[src/rtl/bird_pattern_shifter.sv]
// bird_pattern_shifter: multi-channel bird flight/visibility pattern shifter.
// A programmable divider produces a one-cycle tick. On every tick each channel
// shifts its pattern one place according to the shared mode. A free-running
// 16-bit Galois LFSR can be used in place of external data when loading.
module bird_pattern_shifter #(
    parameter int          WIDTH     = 20,
    parameter int          CHANNELS  = 4,
    parameter int          DIV_WIDTH = 26,
    parameter logic [15:0] LFSR_SEED = 16'hACE1
) (
    input  logic                 clock,
    input  logic                 reset,
    input  logic                 enable,
    input  logic [DIV_WIDTH-1:0] period,
    input  logic [1:0]           mode,
    input  logic                 load_en,
    input  logic [CHANNELS-1:0]  load_sel,
    input  logic                 load_src,
    input  logic [WIDTH-1:0]     load_data,
    output logic                 tick,
    output logic [CHANNELS-1:0]  s,
    output logic [CHANNELS-1:0]  empty,
    output logic [15:0]          rand_out
);

    // An all-zero seed would lock the LFSR, so it is replaced by 1.
    localparam logic [15:0] SEED_INIT = (LFSR_SEED == 16'h0000) ? 16'h0001 : LFSR_SEED;
    localparam logic [15:0] LFSR_MASK = 16'hB400;
    localparam int          REPS      = (WIDTH / 16) + 1;

    localparam logic [1:0] MODE_RIGHT  = 2'b00;
    localparam logic [1:0] MODE_LEFT   = 2'b01;
    localparam logic [1:0] MODE_ROTATE = 2'b10;
    localparam logic [1:0] MODE_HOLD   = 2'b11;

    logic [DIV_WIDTH-1:0] count_r;
    logic                 tick_r;
    logic [15:0]          lfsr_r;
    logic [15:0]          lfsr_next_s;
    logic [WIDTH-1:0]     pattern_s;
    logic [WIDTH-1:0]     shreg_r      [CHANNELS];
    logic [WIDTH-1:0]     shreg_next_s [CHANNELS];

    // One step of the right-shifting Galois LFSR.
    function automatic logic [15:0] lfsr_advance(input logic [15:0] q);
        logic [15:0] nxt;
        nxt = {1'b0, q[15:1]};
        if (q[0]) begin
            nxt = nxt ^ LFSR_MASK;
        end else begin
            nxt = nxt;
        end
        return nxt;
    endfunction

    // LFSR state replicated LSB-aligned and truncated to the channel width.
    function automatic logic [WIDTH-1:0] lfsr_replicate(input logic [15:0] q);
        logic [16*REPS-1:0] wide;
        wide = {REPS{q}};
        return wide[WIDTH-1:0];
    endfunction

    // Rotate a channel-wide vector left by n places.
    function automatic logic [WIDTH-1:0] rotate_left(input logic [WIDTH-1:0] v, input int n);
        int k;
        k = n % WIDTH;
        if (k == 0) begin
            return v;
        end else begin
            return (v << k) | (v >> (WIDTH - k));
        end
    endfunction

    // LFSR successor and the shared pattern vector derived from the current state.
    always_comb begin
        lfsr_next_s = lfsr_advance(lfsr_r);
        pattern_s   = lfsr_replicate(lfsr_r);
    end

    // Next value of every channel: a load wins, otherwise shift on tick.
    always_comb begin
        for (int ch = 0; ch < CHANNELS; ch++) begin
            shreg_next_s[ch] = shreg_r[ch];
            if (load_en && load_sel[ch]) begin
                if (load_src) begin
                    shreg_next_s[ch] = rotate_left(pattern_s, ch);
                end else begin
                    shreg_next_s[ch] = load_data;
                end
            end else if (tick_r) begin
                case (mode)
                    MODE_RIGHT:  shreg_next_s[ch] = {1'b0, shreg_r[ch][WIDTH-1:1]};
                    MODE_LEFT:   shreg_next_s[ch] = {shreg_r[ch][WIDTH-2:0], 1'b0};
                    MODE_ROTATE: shreg_next_s[ch] = {shreg_r[ch][0], shreg_r[ch][WIDTH-1:1]};
                    MODE_HOLD:   shreg_next_s[ch] = shreg_r[ch];
                    default:     shreg_next_s[ch] = shreg_r[ch];
                endcase
            end else begin
                shreg_next_s[ch] = shreg_r[ch];
            end
        end
    end

    // Rate divider: reload and pulse tick when the count reaches zero.
    always_ff @(posedge clock) begin
        if (reset) begin
            count_r <= {DIV_WIDTH{1'b0}};
            tick_r  <= 1'b0;
        end else if (enable) begin
            if (count_r == {DIV_WIDTH{1'b0}}) begin
                count_r <= period;
                tick_r  <= 1'b1;
            end else begin
                count_r <= count_r - {{(DIV_WIDTH-1){1'b0}}, 1'b1};
                tick_r  <= 1'b0;
            end
        end else begin
            count_r <= count_r;
            tick_r  <= 1'b0;
        end
    end

    // Free-running LFSR, advancing every cycle regardless of enable.
    always_ff @(posedge clock) begin
        if (reset) begin
            lfsr_r <= SEED_INIT;
        end else begin
            lfsr_r <= lfsr_next_s;
        end
    end

    // Channel shift registers.
    always_ff @(posedge clock) begin
        for (int ch = 0; ch < CHANNELS; ch++) begin
            if (reset) begin
                shreg_r[ch] <= {WIDTH{1'b0}};
            end else begin
                shreg_r[ch] <= shreg_next_s[ch];
            end
        end
    end

    // Serial bit follows the end of the register that leaves first in the current mode.
    always_comb begin
        for (int ch = 0; ch < CHANNELS; ch++) begin
            if (mode == MODE_LEFT) begin
                s[ch] = shreg_r[ch][WIDTH-1];
            end else begin
                s[ch] = shreg_r[ch][0];
            end
            empty[ch] = (shreg_r[ch] == {WIDTH{1'b0}});
        end
    end

    assign tick     = tick_r;
    assign rand_out = lfsr_r;

endmodule

[config.mk]
export PLATFORM = sky130hd
export DESIGN_NAME = bird_pattern_shifter
export DESIGN_NICKNAME = d
export VERILOG_FILES = /design/src/rtl/bird_pattern_shifter.sv
export SDC_FILE = /design/constraint.sdc
export NUM_CORES = 1
export LEC_CHECK = 0
export ABC_AREA = 1
export CAP_MARGIN = 20
export CORE_ASPECT_RATIO = 0.8
export CORE_UTILIZATION = 46
export DETAILED_ROUTE_END_ITERATION = 16
export PLACE_DENSITY = 0.7
export SETUP_SLACK_MARGIN = 0.02
export SYNTH_ARGS = -nofsm -noshare
export SYNTH_HDL_FRONTEND = slang
export SYNTH_SLANG_ARGS = --single-unit
[constraint.sdc]
create_clock -name clock -period 2.1 [get_ports clock]
set_clock_uncertainty 0.15 [all_clocks]
set_input_delay 0.21 -clock clock [delete_from_list [all_inputs] [get_ports clock]]
set_output_delay 0.21 -clock clock [all_outputs]
set_load 0.01 [all_outputs]
==> flow_summary.ini <==
[status]
status = finished clean

[hold_path]
hold_path.class = primary input to flip-flop
min-delay-start = reset
hold_depth = 3
hold_end = count_r[3]

[setup_path]
path_cells = nor4_2, nand4_1, nor2_2, clkdlybuf4s15_1
worstPathMaxFanout = 3
critical_path_buf_inv_count = 1
arrival_ps = 1670
rr_endpoint = count_r[25]
worstSetupPathType = flip-flop to output pin
start_kind = flip-flop
critPathRequiredTime_ps = 1740
ff2ff_setup_slack_ps = 190
cpPeakStageDelay_ps = 340
reg2reg_depth = 12
r2r_start = count_r[0]
critical-path-top-delay-family = simple AND/OR/NAND/NOR gates
cp_slowest_cell = nor4_2
end_kind = output pin

[power]
p_leak_nw = 3.83
vdd_drop_max_mv = 0.595
total_power_mw = 9.10
p_per_area_nw_per_um2 = 965

[logic_synthesis]
ys_ff_latch = 123
yosysWarnings = 0
async_flop_share_pct = 0
yosysUniqueCellTypes = 39
synth_edf_count = 0
synth_ff_type = dfxtp_1
post-synth-top-count-cell = nand2_1
synth.avg_cell_area_um2 = 6.54
synthTopCellsByCount = nand2_1 (280), inv_1 (137), dfxtp_1 (123)
yosysTopAreaCell = dfxtp_1
yosys-top-cells-area = dfxtp_1 (33%), nand2_1 (14%), inv_1 (7.0%)
ys_seq_area_share_pct = 33.3
synth_top_cell_area_share_pct = 33.3
syn_inst = 1131
synth.net_count = 1192
syn_area_um2 = 7390

[final_layout]
antennaDiodeCount = 0
fin_cells = 1436
layout-drive-gt1-share_pct = 12.4
final_util_pct = 59.9
nNetsFinal = 1271
area_delta_synth_final_pct = 27.5
nFillCells = 1516

[placement]
dp_cells = 1405
place_ws_ps = -220
io_buffer_count = 81
dp_hpwl_mm = 17.3
routabilityCongestion = 0.949

[grt]
grt_max_degree = 90
grt_pass1_wl_mm = 38.9
grt_usage_pct = 30.7
antenna_found_initial = 0
grt_pass1_vias = 7215
gr-total-overflow = 0

[timing]
finalWorstSetupSlack_ps = 72.6
period_share_pct = 96.5
hold_violations = 0
slew_headroom_pct = 61.2
finalSetupViolCount = 0
period_needed_ps = 2030
fin_setup_tns_ps = 0
drv_slew = 0
fmax_ghz = 0.493
worst_slew_pin_slew_ps = 581

[floorplan]
core_um2 = 15700
die_area_um2 = 16600
row_count = 41
die_h_um = 115
die_w_um = 144
top_level_ports = 82
initial_utilization_pct = 47.0

[cts]
clk-insertion-delay-late_ps = 420
cts_tree = built
clock_sinks = 123
cts-buffers-inserted = 17
cts_htree_levels = 4
clk_pin_slew_ps = 60
clk_path_buf_depth = 2
root_buffer = clkbuf_16

[drt]
drtIter0Drc = 1206
first_pass_iters = 5
wirelength_mm = 24.8
vias = 8169
final_antenna_net_count = 0
wl_per_cell_um = 17.3
viasPerCell = 5.69
drc_errors = 0

[job]
drv_cap = 0
## registers in the layout, summed over array words and instances, names as in the netlist
signal and cells:
count_r 26, rand_out 16, shreg_r 80, tick 1
## area by class of cell
cell class,instances,area [um2],area share (%)
Clock buffer,22,474,5.03
Clock inverter,8,165,1.75
Inverter,148,566,6.00
Multi-Input combinational cell,784,4100,43.5
Sequential cell,123,2460,26.1
Tap cell,215,269,2.85
Timing Repair Buffer,136,1390,14.7
## worst max path at each step
stage                        start     endpoint  slack [ps]  cells past startpoint
floorplan               count_r[0]  count_r[13]         400                     11
global placement           mode[0]         s[3]        -200                      5
detailed placement         mode[0]         s[0]        -220                      5
CTS                 shreg_r[3][13]     empty[3]           1                      4
global route         shreg_r[0][0]     empty[0]         -50                      4
finish              shreg_r[0][15]     empty[0]          70                      4
## cells in the final DEF (no fill, tap or decap), types with 6 or more instances in the layout
| master | n |
|---|---|
| nor2_1 | 54 |
| nor2_4 | 11 |
| dfxtp_1 | 123 |
| o22ai_1 | 74 |
| buf_4 | 41 |
| clkbuf_16 | 17 |
| inv_2 | 8 |
| inv_1 | 137 |
| nand2_1 | 279 |
| o211ai_1 | 10 |
| clkdlybuf4s50_1 | 72 |
| buf_12 | 14 |
| nor4_2 | 10 |
| o221ai_1 | 6 |
| or2_2 | 6 |
| o21ai_1 | 10 |
| o21ai_0 | 70 |
| a21oi_2 | 8 |
| nand3_1 | 82 |
| xnor2_1 | 9 |
| a21oi_1 | 62 |
| a31oi_1 | 40 |
| nand4_1 | 12 |
## worst reg2reg max path: cells and delay by family (launching register included)
kind            cells  cell delay, ps
compound gates      1              50
buf+inv             3             320
flops               1             310
fa+ha+maj           1             250
simple gates        7             700
## per-stage QoR
step | instance area (um2) | hold WS, ps
after floorplan | 7390 | 238
after global placement | 8690 | 291
after detailed placement | 8690 | 293
after CTS | 9370 | 175
after global routing | 9430 | 193
final | 9430 | 177
## report_power, final
group          switching (mW)  internal, mW
registers               0.255          2.57
clock network            1.04          2.18
logic                    1.87          1.18
total                    3.17          5.93
## metal layers
| metal | wire [um] | GRT usage [%] | up-vias |
|---|---|---|---|
| li1 | - | - | 3949 |
| met1 | 11200 | 45.9 | 3681 |
| met2 | 9790 | 41.7 | 479 |
| met3 | 3110 | 8.04 | 60 |
| met4 | 707 | 10.9 | 0 |
| met5 | 0 | 0 | - |
## kinds of logic after synthesis
group                    after synthesis  synth area share (%)
buffers and inverters                224                  12.6
XOR/XNOR                              14                  1.66
adder cells (fa/ha/maj)                4                 0.677
flip-flops                           123                  33.3
AND/OR/NAND/NOR                      484                  29.6
AO/OA/AOI/OAI                        282                  22.1
## what timing repair did
action | 4_1_cts | 5_1_grt
endpoints found under the setup margin | 8 | 15
setup buffers | 0 | 1
gates cloned | 0 | 0
pin swaps | 1 | 3
resized for setup | 12 | 20
hold buffers | 0 | 0
Note: power is estimated with default switching activity, not from simulation.
